$ cat src/rtl/max_bound_accumulator_pkg.sv
// Shared types and constants for the constraint-bound max reduction path.
package max_bound_accumulator_pkg;

    // Bound width shared with the first-layer pairwise comparators.
    localparam int DEFAULT_WIDTH = 8;

    // Most-negative bound at the default width; identity element of max().
    localparam logic signed [DEFAULT_WIDTH-1:0] BOUND_MIN = {1'b1, {(DEFAULT_WIDTH-1){1'b0}}};

    typedef enum logic [1:0] {
        IDLE  = 2'd0,
        ACCUM = 2'd1,
        DONE  = 2'd2
    } state_t;

endpackage

$ cat src/rtl/max_bound_accumulator_step.sv
// One reduction step: fold an activated candidate into the running maximum.
// Kept combinational and stateless so a parallel tree variant can reuse it.
module bound_max_step #(
    parameter int WIDTH = max_bound_accumulator_pkg::DEFAULT_WIDTH
) (
    input  logic signed [WIDTH-1:0] acc,
    input  logic                    act_seen,
    input  logic signed [WIDTH-1:0] value,
    input  logic                    activation,
    output logic signed [WIDTH-1:0] acc_nxt,
    output logic                    act_seen_nxt
);

    // Inactive beats pass through untouched; ties keep the current value.
    always_comb begin
        acc_nxt      = acc;
        act_seen_nxt = act_seen | activation;
        if (activation && (value > acc))
            acc_nxt = value;
    end

endmodule

$ cat src/rtl/max_bound_accumulator.sv
// Serial max reduction of NUM_ITEMS tagged beats into a lower bound,
// with a start/done handshake toward the proposal/sampling logic.
module max_bound_accumulator
    import max_bound_accumulator_pkg::*;
#(
    parameter int WIDTH     = DEFAULT_WIDTH,
    parameter int NUM_ITEMS = 4,
    parameter int CNT_W     = 3
) (
    input  logic                    clk,
    input  logic                    rst_n,
    input  logic                    start,
    input  logic                    in_valid,
    output logic                    in_ready,
    input  logic signed [WIDTH-1:0] in_value,
    input  logic                    in_activation,
    output logic                    busy,
    output logic                    done,
    output logic signed [WIDTH-1:0] bound,
    output logic                    bound_valid
);

    localparam logic signed [WIDTH-1:0] ACC_MIN  = {1'b1, {(WIDTH-1){1'b0}}};
    localparam logic [CNT_W-1:0]        LAST_CNT = CNT_W'(NUM_ITEMS - 1);

    state_t                    state, state_nxt;
    logic signed [WIDTH-1:0]   acc;
    logic                      act_seen;
    logic [CNT_W-1:0]          count;
    logic signed [WIDTH-1:0]   step_acc;
    logic                      step_act;
    logic                      accept;
    logic                      final_beat;

    assign accept     = in_valid && (state == ACCUM);
    assign final_beat = accept && (count == LAST_CNT);

    assign in_ready = (state == ACCUM);
    assign busy     = (state == ACCUM);
    assign done     = (state == DONE);

    bound_max_step #(.WIDTH(WIDTH)) u_step (
        .acc          (acc),
        .act_seen     (act_seen),
        .value        (in_value),
        .activation   (in_activation),
        .acc_nxt      (step_acc),
        .act_seen_nxt (step_act)
    );

    // Next-state: the final beat wins over a coincident start; start in ACCUM restarts in place.
    always_comb begin
        state_nxt = state;
        case (state)
            IDLE:    if (start) state_nxt = ACCUM;
            ACCUM:   if (final_beat) state_nxt = DONE;
            DONE:    state_nxt = start ? ACCUM : IDLE;
            default: state_nxt = IDLE;
        endcase
    end

    // State register.
    always_ff @(posedge clk or negedge rst_n) begin
        if (!rst_n) state <= IDLE;
        else        state <= state_nxt;
    end

    // Datapath: running max, activation flag, beat counter and the held result.
    always_ff @(posedge clk or negedge rst_n) begin
        if (!rst_n) begin
            acc         <= ACC_MIN;
            act_seen    <= 1'b0;
            count       <= '0;
            bound       <= ACC_MIN;
            bound_valid <= 1'b0;
        end else begin
            case (state)
                ACCUM: begin
                    if (final_beat) begin
                        bound       <= step_acc;
                        bound_valid <= step_act;
                        acc         <= ACC_MIN;
                        act_seen    <= 1'b0;
                        count       <= '0;
                    end else if (start) begin
                        // Abort: any beat presented this cycle is dropped.
                        acc      <= ACC_MIN;
                        act_seen <= 1'b0;
                        count    <= '0;
                    end else if (accept) begin
                        acc      <= step_acc;
                        act_seen <= step_act;
                        count    <= count + CNT_W'(1);
                    end
                end
                default: begin
                    if (start) begin
                        acc      <= ACC_MIN;
                        act_seen <= 1'b0;
                        count    <= '0;
                    end
                end
            endcase
        end
    end

endmodule

$ cat config.mk
export PLATFORM = sky130hd
export DESIGN_NAME = max_bound_accumulator
export DESIGN_NICKNAME = d
export VERILOG_FILES = /design/src/rtl/max_bound_accumulator_pkg.sv /design/src/rtl/max_bound_accumulator_step.sv /design/src/rtl/max_bound_accumulator.sv
export SDC_FILE = /design/constraint.sdc
export NUM_CORES = 1
export LEC_CHECK = 0
export CAP_MARGIN = 15
export CORE_ASPECT_RATIO = 0.6
export CORE_MARGIN = 10
export CORE_UTILIZATION = 47
export DETAILED_ROUTE_END_ITERATION = 12
export GPL_ROUTABILITY_DRIVEN = 0
export PLACE_DENSITY = 0.78
export SLEW_MARGIN = 20
export SYNTH_ARGS = -nofsm -noshare
export SYNTH_HDL_FRONTEND = slang
export SYNTH_SLANG_ARGS = --single-unit
$ cat constraint.sdc
create_clock -name clk -period 5.8 [get_ports clk]
set_input_delay 1.16 -clock clk [delete_from_list [all_inputs] [get_ports clk]]
set_output_delay 1.16 -clock clk [all_outputs]
set_load 0.05 [all_outputs]
==> flow_summary.ini, run 1 <==
[die]
dieWidth_um = 88.9
ios = 25
placementRows = 14
dieArea_sq_um = 5450
core-area_sq_um = 2610
initial_core_util = 0.513
chipHeight_um = 61.3

[yosys]
yosysSeqAreaShare = 0.432
yosys_warnings = 0
ys_ff_latch = 23
yosys.cell_types.count = 34
synth_nets = 163
netlist_instances = 140
syn_area_sq_um = 1340
postSynthAreaPerCell_sq_um = 9.56

[grt]
grtUsageMet2 = 0.192
groute.usage.overall = 0.125
grtUsageMet3 = 0.0501
grt_overflow_total = 0
grt_pass1_vias = 1097
use_met1 = 0.162
grt_pass1_wl_um = 5290
grt_max_degree = 24
antenna_found_initial = 0
grt_busiest_layer = met2

[power_and_ir_drop]
ir_worst_vdd_mv = 0.207
p_leak_nw = 0.680
cellPowerDensity_nw_per_um2 = 401

[sta]
max_clock_freq_mhz = 294
fin_hold_ws_ns = 0.515
tightest_slew_ns = 1.06
layout_min_cycle_time_ns = 3.40
setup_violations = 0
report.final.slew_viol_count = 0
rsz0062_at_grt = no
finalSetupTns_ns = 0
timing.slew.headroom = 0.296
final.setup_skew_ns = 0.00442
hold_viol = 0
period_share = 0.586

[clock_tree]
insertion_delay_ns = 0.26
post-cts-setup-buffers = 0
htreeDepth = 1
cts_root_buf = clkbuf_8
cts_sinks = 23
cts_buffer_depth = 2
cts_buffers = 3
cts_resized = 0
clk_pin_slew_ns = 0.08
postCtsHoldBufs = 0
cts_tree = yes

[final_layout]
drive_gt1_frac = 0.0688
areaGrowthSynthToFinish_pct = 20.7
antenna_cells = 0
finalNetCount = 184
fill_cells = 212

[detailed_routing]
num_vias = 1163
first_pass_iters = 4
drt_iter0_drc = 129
wl_per_cell_um = 17.6
drc_errors = 0
postRouteAntennaNets = 0
drt-total-wl_um = 3380
avgViaCountPerCell = 6.06

[setup_path]
worst-path-max-fanout = 16
end_kind = flop
startpoint_type = input port
worst_ep_required_time_ns = 5.94
crit_type = in2reg
crit_arrival_ns = 3.54

[status]
status = complete, no violations

[hold_path]
hp-class = reg2reg

[flow_run]
maxCapViolCount = 0

[placed_design]
port_buffers = 24
dp.final_hpwl_um = 2540
-- per-layer routing --
layer / up-vias / share of wire
li1: 563 / -
met1: 553 / 0.46
met2: 45 / 0.45
met3: 2 / 0.087
met4: 0 / 0.0018
met5: - / 0
-- where the power goes --
part,total [W],switching (W),internal [W]
registers,0.000230,0.0000263,0.000203
logic,0.000320,0.000214,0.000106
clock network,0.0000981,0.0000491,0.0000490
total,0.000648,0.000289,0.000359
-- layout make-up --
type                       instances  area (sq um)  area share
sequential                        23           578       0.358
multi-input combinational         95           664       0.411
timing repair buffer              24           235       0.146
clock buffer                       4          45.0      0.0279
tap                               32          40.0      0.0248
inverter                          14          52.6      0.0325
-- cell families (layout without fill, tap and decap cells) --
kind of cell	count (synthesis)	count (layout)	synth area share
simple gates	38	38	0.151
compound gates	47	47	0.251
fa+ha+maj	10	10	0.0935
flops	23	23	0.432
buf+inv	22	42	0.0720
-- flip-flops by register name (all words and copies together) (netlist names) --
register     flops
bound_valid      1
count            3
state            2
bound            8
act_seen         1
acc              8
-- worst max-delay path, stage by stage --
cell             delay (ns)
clkdlybuf4s50_1        0.45
ha_1                   0.38
and4_1                 0.23
a211oi_2               0.05
nor3_2                 0.79
a21oi_1                0.18
a221o_1                0.30
-- cells in the mapped netlist --
library cell,number,area share
a31oi_1,8,0.037
a21o_1,1,0.0056
or3_1,2,0.0093
o22ai_1,1,0.0047
buf_4,1,0.0056
buf_6,1,0.0084
o21ai_0,12,0.045
clkbuf_1,4,0.011
nand3_1,8,0.030
o211a_4,1,0.013
a221oi_1,1,0.0065
nor2b_1,1,0.0047
dfrtp_1,21,0.39
nand2_1,7,0.020
and3_1,1,0.0047
a221o_1,7,0.052
nand3b_1,1,0.0056
a211oi_1,7,0.039
nor3_4,1,0.012
inv_1,14,0.039
a21oi_1,6,0.022
dfstp_2,2,0.039
buf_2,2,0.0075
and4_1,1,0.0065
nor3_1,2,0.0075
a22o_1,1,0.0065
ha_1,10,0.093
a211oi_2,1,0.0093
o211ai_2,1,0.0093
nor3_2,1,0.0075
nor2_1,10,0.028
nand4_1,1,0.0047
or3b_1,1,0.0065
nand2b_1,1,0.0047
-- cell usage in the layout (no fill, tap or decap), drive strengths merged, types with 2 or more instances in the layout --
| cell | n |
|---|---|
| dfrtp | 21 |
| clkdlybuf4s50 | 23 |
| nor3 | 4 |
| clkbuf | 4 |
| ha | 10 |
| inv | 14 |
| a31oi | 8 |
| a211oi | 8 |
| o21ai | 12 |
| a221o | 7 |
| nand3 | 8 |
| a21oi | 6 |
| nor2 | 10 |
| nand2 | 7 |
| dfstp | 2 |
| or3 | 2 |
-- per-stage QoR --
stage                     utilization  instances  power [W]  setup WS [ns]  cell area (sq um)
final                           0.619        192   0.000648           2.40               1620
after global routing            0.619        192   0.000681           2.27               1620
after CTS                       0.621        192   0.000652           2.46               1620
after detailed placement        0.604        188   0.000553           2.19               1580
after global placement          0.604        188   0.000546           2.29               1580
after floorplan                     -        140   0.000450           3.01               1340
-- final timing paths --
path,from,end,slack [ns],cells past startpoint
min in group asynchronous,rst_n,count[1],0.86,1
max in group asynchronous,rst_n,bound[7],4.58,1
worst min-delay path,count[2],count[2],0.51,2
worst max-delay path,in_value[6],acc[0],2.40,7
worst max register to register,acc[7],acc[0],3.21,7
worst min register to register,count[2],count[2],0.51,2
No activity file was read; power rests on OpenSTA's default activity.
==> inputs of run 2 (changes only) <==
--- a/config.mk
+++ b/config.mk
@@ -8,10 +8,10 @@
 export CAP_MARGIN = 15
 export CORE_ASPECT_RATIO = 0.6
 export CORE_MARGIN = 10
-export CORE_UTILIZATION = 47
+export CORE_UTILIZATION = 46
 export DETAILED_ROUTE_END_ITERATION = 12
 export GPL_ROUTABILITY_DRIVEN = 0
-export PLACE_DENSITY = 0.78
+export PLACE_DENSITY = 0.8
 export SLEW_MARGIN = 20
 export SYNTH_ARGS = -nofsm -noshare
 export SYNTH_HDL_FRONTEND = slang
==> constraint.sdc (replaced) <==
create_clock -name clk -period 3.1 [get_ports clk]
set_input_delay 0.62 -clock clk [delete_from_list [all_inputs] [get_ports clk]]
set_output_delay 0.62 -clock clk [all_outputs]
set_load 0.05 [all_outputs]
==> run 2 against run 1 <==
Compared with the run above:
- sequential share of layout area is 1.3 points lower
- worst hold slack worse by 0.0050 ns
- final cell count is 7.3% higher
- clock power is 87% higher
- largest power group unchanged
==> flow_summary.ini, run 2 (synthesized netlist as in run 1, its figures left out) <==
[sta]
rsz0062_at_grt = no
hold_viol = 0
layout_min_cycle_time_ns = 2.76
finalSetupTns_ns = 0
report.final.slew_viol_count = 0
setup_violations = 0
fin_hold_ws_ns = 0.510
period_share = 0.889
final.setup_skew_ns = 0.00124
max_clock_freq_mhz = 363
tightest_slew_ns = 0.984
timing.slew.headroom = 0.342

[die]
ios = 25
chipHeight_um = 61.8
dieWidth_um = 89.6
dieArea_sq_um = 5540
core-area_sq_um = 2830
placementRows = 15
initial_core_util = 0.472

[clock_tree]
cts_sinks = 23
post-cts-setup-buffers = 0
postCtsHoldBufs = 0
insertion_delay_ns = 0.26
cts_buffers = 3
clk_pin_slew_ns = 0.08
cts_root_buf = clkbuf_8
cts_buffer_depth = 2
cts_resized = 0
htreeDepth = 1
cts_tree = yes

[detailed_routing]
drt_iter0_drc = 134
first_pass_iters = 4
avgViaCountPerCell = 5.78
wl_per_cell_um = 16.5
postRouteAntennaNets = 0
drc_errors = 0
drt-total-wl_um = 3400
num_vias = 1191

[setup_path]
crit_type = in2reg
startpoint_type = input port
worst-path-max-fanout = 16
critPathBufInv = 1
worst_ep_required_time_ns = 3.30
crit_arrival_ns = 2.96
slowest_delay_ns = 0.45
end_kind = flop
crit_chain = clkdlybuf4s50_1 > ha_1 > or3b_1 > a21oi_1 > o211ai_2 > a211oi_1 > a221o_1
cp_slowest_cell = clkdlybuf4s50_1
cp_top_family = compound AO/OA/AOI/OAI gates

[final_layout]
largestRegisters = acc: 8 flops, bound: 8 flops, count: 3 flops
antenna_cells = 0
seqCellArea_sq_um = 578
drive_gt1_frac = 0.0915
areaGrowthSynthToFinish_pct = 25.2
final_cell_mix = 24 x clkdlybuf4s50_1, 21 x dfrtp_1, 14 x inv_1
finalNetCount = 188
multi_input_area_sq_um = 664
mostFrequentLayoutCell = clkdlybuf4s50_1
fill_cells = 242

[hold_path]
hp-class = reg2reg

[status]
status = complete, no violations

[grt]
antenna_found_initial = 0
grt_pass1_wl_um = 5460
grt_overflow_total = 0
grt_pass1_vias = 1124
grt_max_degree = 23
groute.usage.overall = 0.129

[power_and_ir_drop]
cellPowerDensity_nw_per_um2 = 733
p_leak_nw = 0.706
ir_worst_vdd_mv = 0.290

[flow_run]
maxCapViolCount = 0

[placed_design]
dp.final_hpwl_um = 2640
port_buffers = 24
-- run 2: area by class of cell --
| type | count | share of cell area |
|---|---|---|
| inverter | 14 | 0.0313 |
| multi-input combinational | 95 | 0.396 |
| tap | 42 | 0.0313 |
| clock inverter | 1 | 0.00299 |
| clock buffer | 3 | 0.0246 |
| timing repair buffer | 28 | 0.169 |
| sequential | 23 | 0.345 |
-- run 2: path summary, 6_finish.rpt --
path	startpoint	to	slack [ns]	cells past startpoint
max	in_value[7]	acc[3]	0.34	7
min	count[0]	count[0]	0.51	1
max reg2reg	acc[7]	acc[3]	0.59	7
min reg2reg	count[0]	count[0]	0.51	1
max in group asynchronous	rst_n	acc[7]	1.51	2
min in group asynchronous	rst_n	state[1]	0.90	1
-- run 2: per-layer routing --
| layer | routed length [um] | vias to the layer above | GRT usage |
|---|---|---|---|
| met4 | 30 | 0 | 0.0405 |
| met3 | 374 | 2 | 0.0339 |
| met5 | 0 | - | 0 |
| met1 | 1520 | 563 | 0.178 |
| li1 | - | 567 | - |
| met2 | 1470 | 59 | 0.192 |
-- run 2: per-stage QoR --
stage | area [sq um] | total power (W) | cells | utilization | worst slack [ns]
detailed placement | 1630 | 0.00105 | 202 | 0.575 | 0.126
global placement | 1630 | 0.00103 | 202 | 0.575 | 0.297
finish | 1680 | 0.00123 | 206 | 0.592 | 0.343
global route | 1680 | 0.00130 | 206 | 0.592 | 0.241
floorplan | 1340 | 0.000842 | 140 | - | 0.845
CTS | 1680 | 0.00123 | 206 | 0.592 | 0.399
-- run 2: power by group --
part           internal, W  total, W  switching [W]
clock network    0.0000896  0.000183      0.0000932
registers         0.000381  0.000430      0.0000492
logic             0.000212  0.000616       0.000404
total             0.000682   0.00123       0.000547
==> inputs of run 3 (changes only) <==
--- a/config.mk
+++ b/config.mk
@@ -6,13 +6,11 @@
 export NUM_CORES = 1
 export LEC_CHECK = 0
 export CAP_MARGIN = 15
-export CORE_ASPECT_RATIO = 0.6
 export CORE_MARGIN = 10
 export CORE_UTILIZATION = 46
 export DETAILED_ROUTE_END_ITERATION = 12
 export GPL_ROUTABILITY_DRIVEN = 0
 export PLACE_DENSITY = 0.8
-export SLEW_MARGIN = 20
 export SYNTH_ARGS = -nofsm -noshare
 export SYNTH_HDL_FRONTEND = slang
 export SYNTH_SLANG_ARGS = --single-unit
==> run 3 against run 2 <==
Compared with the run above:
- setup slack improved by 0.058 ns
- maximum frequency rose by 2.1%
- utilization fell by 1.6 points
- flip-flop and latch count did not move
- count of clock-buffer cells in the layout rose by 1
- non-clock buffer count fell by 4
- clock skew rose by 0.0011 ns
- worst hold slack improved by 0.0011 ns
- sequential share of layout area rose by 1.6 points
==> flow_summary.ini, run 3 (synthesized netlist as in run 1, its figures left out) <==
[status]
status = complete, no violations

[final_layout]
fill_cells = 239
largestRegisters = acc: 8 flops, bound: 8 flops, count: 3 flops
stdcell_count = 191
areaGrowthSynthToFinish_pct = 19.5
final_cell_mix = 24 x clkdlybuf4s50_1, 21 x dfrtp_1, 14 x inv_1
mostFrequentLayoutCell = clkdlybuf4s50_1
seqCellArea_sq_um = 578
drive_gt1_frac = 0.0625
postLayoutCellArea_sq_um = 1600
finalNetCount = 184
antenna_cells = 0
multi_input_area_sq_um = 664

[detailed_routing]
first_pass_iters = 4
drt_iter0_drc = 53
drc_errors = 0
avgViaCountPerCell = 5.70
postRouteAntennaNets = 0
num_vias = 1088
wl_per_cell_um = 15.3
drt-total-wl_um = 2920

[sta]
timing.slew.headroom = 0.359
period_share = 0.871
fin_ws_ns = 0.400
layout_min_cycle_time_ns = 2.70
report.final.slew_viol_count = 0
tightest_slew_ns = 0.959
max_clock_freq_mhz = 370
setup_violations = 0
finalSetupTns_ns = 0
rsz0062_at_grt = no
final.setup_skew_ns = 0.00237
hold_viol = 0

[setup_path]
worst_ep_required_time_ns = 3.30
reg2reg_slack_ns = 0.58
startpoint_type = input port
crit_arrival_ns = 2.90
crit_type = in2reg
end_kind = flop
worst-path-max-fanout = 16

[grt]
grt_pass1_vias = 1055
grt_pass1_wl_um = 4870
groute.usage.overall = 0.114
antenna_found_initial = 0
grt_overflow_total = 0
grt_max_degree = 24

[clock_tree]
cts_resized = 0
htreeDepth = 1
cts_buffers = 3
post-cts-setup-buffers = 0
postCtsHoldBufs = 0
cts_sinks = 23
insertion_delay_ns = 0.31
cts_root_buf = clkbuf_4
cts_tree = yes
cts_buffer_depth = 2
clk_pin_slew_ns = 0.12

[placed_design]
post-place-ws_ns = 0.0700
port_buffers = 24
dpl_cell_area_sq_um = 1570
place_inst = 187
dp.final_hpwl_um = 2390

[die]
dieWidth_um = 74.0
placementRows = 19
chipHeight_um = 74.0
dieArea_sq_um = 5470
initial_core_util = 0.481
core-area_sq_um = 2780
ios = 25

[power_and_ir_drop]
ir_worst_vdd_mv = 0.540
cellPowerDensity_nw_per_um2 = 720
p_leak_nw = 0.672

[hold_path]
hp-class = reg2reg

[flow_run]
maxCapViolCount = 0
-- run 3: cell count changes in the layout (fill, tap and decap cells not counted) --
cell      delta
buf_4        -3
clkbuf_4     +3
clkbuf_8     -3
buf_12       -1
clkbuf_1     +1
clkinv_2     -1
-- run 3: path summary, 6_finish.rpt --
path / from / end / depth (start not counted)
setup / recovery: in_value[6] / acc[2] / 7
hold / removal: count[2] / count[2] / 2
setup reg to reg: acc[7] / acc[2] / 7
hold reg to reg: count[2] / count[2] / 2
max in group asynchronous: rst_n / bound[4] / 1
min in group asynchronous: rst_n / acc[3] / 1
-- run 3: critical path: stages --
cell and delay [ns]:
clkdlybuf4s50_1 0.46, ha_1 0.37, and4_1 0.21, a211oi_2 0.05
nor3_2 0.69, a211oi_1 0.20, a221o_1 0.30
-- run 3: per-layer routing --
metal,global-route usage,wire (um),vias up
li1,-,-,556
met5,0,0,-
met4,0.0683,57,0
met2,0.174,1350,25
met1,0.145,1380,503
met3,0.0226,128,4
-- run 3: final cells by class --
type,count,area share
Timing Repair Buffer,24,0.150
Inverter,14,0.0328
Tap cell,31,0.0242
Clock buffer,4,0.0164
Sequential cell,23,0.361
Multi-Input combinational cell,95,0.415
-- run 3: stage by stage --
stage	total power, W	hold slack, ns	utilization
floorplan	0.000842	0.324	-
global placement	0.00101	0.463	0.566
detailed placement	0.00103	0.488	0.566
CTS	0.00116	0.516	0.575
global route	0.00123	0.551	0.575
finish	0.00115	0.511	0.575
-- run 3: power by group --
part           internal (W)  switching [W]
Sequential         0.000380      0.0000485
Clock             0.0000503      0.0000860
Combinational      0.000199       0.000389
==> RTL change 1 (settings of run 3) <==
The 3 states of `state_t` get a one-hot encoding in 3 bits.
--- a/src/rtl/max_bound_accumulator_pkg.sv
+++ b/src/rtl/max_bound_accumulator_pkg.sv
@@ -8,8 +8,8 @@
     localparam logic signed [DEFAULT_WIDTH-1:0] BOUND_MIN = {1'b1, {(DEFAULT_WIDTH-1){1'b0}}};
 
-    typedef enum logic [1:0] {
-        IDLE  = 2'd0,
-        ACCUM = 2'd1,
-        DONE  = 2'd2
+    typedef enum logic [2:0] {
+        IDLE  = 3'b001,
+        ACCUM = 3'b010,
+        DONE  = 3'b100
     } state_t;
 
Check against the original RTL: no difference found for any inputs over 10 cycles, from zero or initial values and one cycle with rst_n low; not proved beyond that.
==> RTL change 1 against run 3 <==
- cell area increased by 7.7%
- area after synthesis grew 4.8%
- setup slack improved by 0.046 ns
- routed wire length is 19% higher
- sequential cell count up 1
- die area is 3.5% higher
- final cell count up 6.3%
- via count is 13% higher
Power is not compared: it rests on default switching activity, and its combinational part moved more than twofold at a synthesized area within 25%.
==> RTL change 1: results (changes against run 3) <==
status - complete, no violations
FFs & Latches - 24 (+4.3%)
inverters - 13 (-1)
Via density - 6.06 (+6.4%)
crit path launch - in_value[7]
setup slack, reg-to-reg - 0.61 ns (+0.03 ns)
All-Layer GR Usage - 0.138 (+0.0241)
Placed Area - 0.00169 sq mm (+7.2%)
Seq. cell area - 604 sq um (+4.5%)
first-pass GRT wire length - 6080 um (+25%)
Slowest-stage cell, CP - clkdlybuf4s50_1
Crit path largest cell delay - 0.45 ns (-0.24 ns)
Worst EP arrival - 2.92 ns (+0.02 ns)
Top Registers - acc (8), bound (8)
net count after synthesis - 169 (+3.7%)
final net count - 196 (+6.5%)
Filler cells - 246 (+2.9%)
R2R Path End - acc[1]
synth top area cells - dfrtp_1, ha_1, dfstp_2, a221o_1, o21ai_0
Routed WL - 3480 um (+19%)
clk cell area share - 0.0211 (+0.00464)
DP HPWL - 2640 um (+11%)
via count of the first global-routing pass - 1304 (+24%)
fraction of area in multi-input gates - 0.413 (-0.00195)
layout cells sized above 1 - 0.105 (+0.0422)
Crit path max-delay family - compound AO/OA/AOI/OAI gates
RTL change 1: how the worst min path moves through the flow:
stage                start           to  slack, ns  cells after the start
2_1_floorplan        rst_n       acc[0]       0.32                      0
3_3_place_gp   bound_valid  bound_valid       0.46                      2
3_5_place_dp   bound_valid  bound_valid       0.47                      2
4_1_cts        bound_valid  bound_valid       0.50                      2
5_1_grt        bound_valid  bound_valid       0.53                      2
6_report       bound_valid  bound_valid       0.49                      2
RTL change 1: cell families after synthesis:
logic type	Yosys count	share of synthesized area
buffers and inverters	19	0.0616
adders and majority gates	10	0.0892
and+or+nand+nor	36	0.140
AOI/OAI and AO/OA	57	0.278
DFF	24	0.431
RTL change 1: layer usage:
metal,up-vias,part of all wire,GRT usage
met2,48,0.48,0.224
met3,5,0.074,0.0250
met4,0,0.019,0.0701
met5,-,0,0
li1,592,-,-
met1,585,0.42,0.172
==> RTL change 2 (settings of run 3) <==
Made on the original files. Change the package constant `DEFAULT_WIDTH` from 8 to 10.
--- a/src/rtl/max_bound_accumulator_pkg.sv
+++ b/src/rtl/max_bound_accumulator_pkg.sv
@@ -3,5 +3,5 @@
 
     // Bound width shared with the first-layer pairwise comparators.
-    localparam int DEFAULT_WIDTH = 8;
+    localparam int DEFAULT_WIDTH = 10;
 
     // Most-negative bound at the default width; identity element of max().
Interface: changed (resized bound and in_value); port bits go from 25 to 29. No check against the original RTL was run, so the function may have changed too.
==> RTL change 2 against run 3 <==
- critical path depth stayed put
- area after synthesis is 23% higher
- count of clock-buffer cells in the layout is 1 lower
- setup slack better by 0.14 ns
- power is 18% higher
- sequential power is 16% higher
- highest routed layer unchanged
- sequential cell count is 4 higher
- routed wire length is 27% higher
- cell area is 25% higher
==> RTL change 2: results (changes against run 3) <==
M2 GR Usage - 0.187 (+0.0128)
Slew @ Worst Pin - 0.741 ns (-0.218 ns)
synth cell count leaders - dfrtp_1, inv_1, nand2_1, o211ai_1
Worst-path clk slew - 0.15 ns (+0.03 ns)
initial antenna violation count - 0 (unchanged)
Worst EP arrival - 2.83 ns (-0.07 ns)
hold crit path type - flip-flop to flip-flop
maximum vdd ir drop - 195 uV (-64%)
post-synthesis adder-cell area fraction - 0.0910 (-0.00248)
mux contribution to synthesized area - 0 (unchanged)
total CTS buffers - 3 (unchanged)
first-pass GRT wire length - 6400 um (+31%)
number of synthesized flops with an enable pin - 0 (unchanged)
clk root buf - clkbuf_4
Iter 0 DRT Violations - 153 (+190%)
status - complete, no violations
part of the Yosys area used for sequential elements - 0.411 (-0.0209)
Setup Viol. Count Final - 0 (unchanged)
Slowest-stage cell, CP - o221a_2
worst-case clock buffer depth - 2 (unchanged)
M3 GR Usage - 0.0236 (+0.00104)
Synth Area in XOR/XNOR - 0 (unchanged)
pins over their slew limit - 0 (unchanged)
port bufs - 28 (+17%)
skew final - 0.00799 ns (+0.00562 ns)
postcts setup bufs - 0 (unchanged)
Yosys warnings - 0 (unchanged)
DRT Pass-1 Iters - 4 (unchanged)
post-placement setup slack - 0.181 ns (+0.111 ns)
Static Leak - 0.849 nW (+26%)
Resize count post-CTS - 0 (unchanged)
routed wl met2 - 1670 um (+24%)
Top Registers - acc (10), bound (10), count (3)
library cells used by synthesis - 37 (+8.8%)
largest net degree at the start of global routing - 28 (+17%)
final net count - 237 (+29%)
antenna diode count - 0 (unchanged)
H-tree Lvls - 1 (unchanged)
via count of the first global-routing pass - 1307 (+24%)
WL met1 - 1730 um (+26%)
DP HPWL - 2820 um (+18%)
All-Layer GR Usage - 0.124 (+0.00983)
post-synthesis compound-gate area fraction - 0.239 (-0.0126)
layout cells sized above 1 - 0.110 (+0.0475)
commonest non-fill, non-tap cell in the layout - clkdlybuf4s50_1
Vias - 1394 (+28%)
GR peak layer - met2
net count after synthesis - 209 (+28%)
WL per Instance - 14.5 um (-4.9%)
met1 usage - 0.166 (+0.0217)
most common flop cell mapped by yosys - dfrtp_1
Filler cells - 302 (+26%)
met3 wire len - 232 um (+81%)
Crit path largest cell delay - 0.50 ns (-0.19 ns)
async set or reset register ratio after synthesis - 1.00 (unchanged)
Worst-Skew Late Latency - 0.33 ns (+0.02 ns)
Max FO, Critical Path - 20 (+4)
synth top area cells - dfrtp_1, ha_1, o211ai_1, inv_1, nand2_1
-- RTL change 2: changes by cell type after synthesis, moves of 3 or more --
cell and change:
o211ai_1 +17, nand2_1 +10, a221o_1 -7, inv_1 +7, a211oi_1 -6, dfrtp_1 +4
nand3_1 +4, o21ai_1 +4, o21ai_0 -3
-- RTL change 2: power by group --
group	switching (mW)	internal [mW]
Sequential	0.0527	0.445
Combinational	0.467	0.246
Clock	0.104	0.0484
-- RTL change 2: cell type report --
cell class                 instances  area [sq um]  area share
clock inverter                     1          5.00     0.00251
sequential                        27           678       0.340
inverter                          22          82.6      0.0414
timing repair buffer              35           333       0.167
multi-input combinational        121           815       0.409
clock buffer                       3          22.5      0.0113
tap                               46          57.6      0.0289
-- RTL change 2: stage by stage --
step	area [sq um]	cells
2_1_floorplan	1650	182
3_3_place_gp	1970	251
3_5_place_dp	1970	251
4_1_cts	1990	255
5_1_grt	1990	255
6_report	1990	255
-- RTL change 2: worst paths after layout --
| check | endpoint | cells past startpoint | startpoint | slack [ns] |
|---|---|---|---|---|
| setup / recovery | bound[8] | 7 | in_value[7] | 0.54 |
| hold / removal | state[0] | 1 | state[0] | 0.50 |
| setup reg to reg | bound[8] | 7 | acc[9] | 0.81 |
| hold reg to reg | state[0] | 1 | state[0] | 0.50 |
| max in group asynchronous | acc[9] | 2 | rst_n | 2.16 |
| min in group asynchronous | acc[2] | 2 | rst_n | 0.63 |
-- RTL change 2: kinds of logic after synthesis --
family,count (synthesis)
buffers and inverters,34
AND/OR/NAND/NOR,54
flip-flops,27
AO/OA/AOI/OAI,55
adder cells (fa/ha/maj),12
-- RTL change 2: worst max-delay path: cells and delay by family --
family	cells	cell delay [ns]
AOI/OAI and AO/OA	5	1.43
adders and majority gates	1	0.33
buffers and inverters	1	0.44
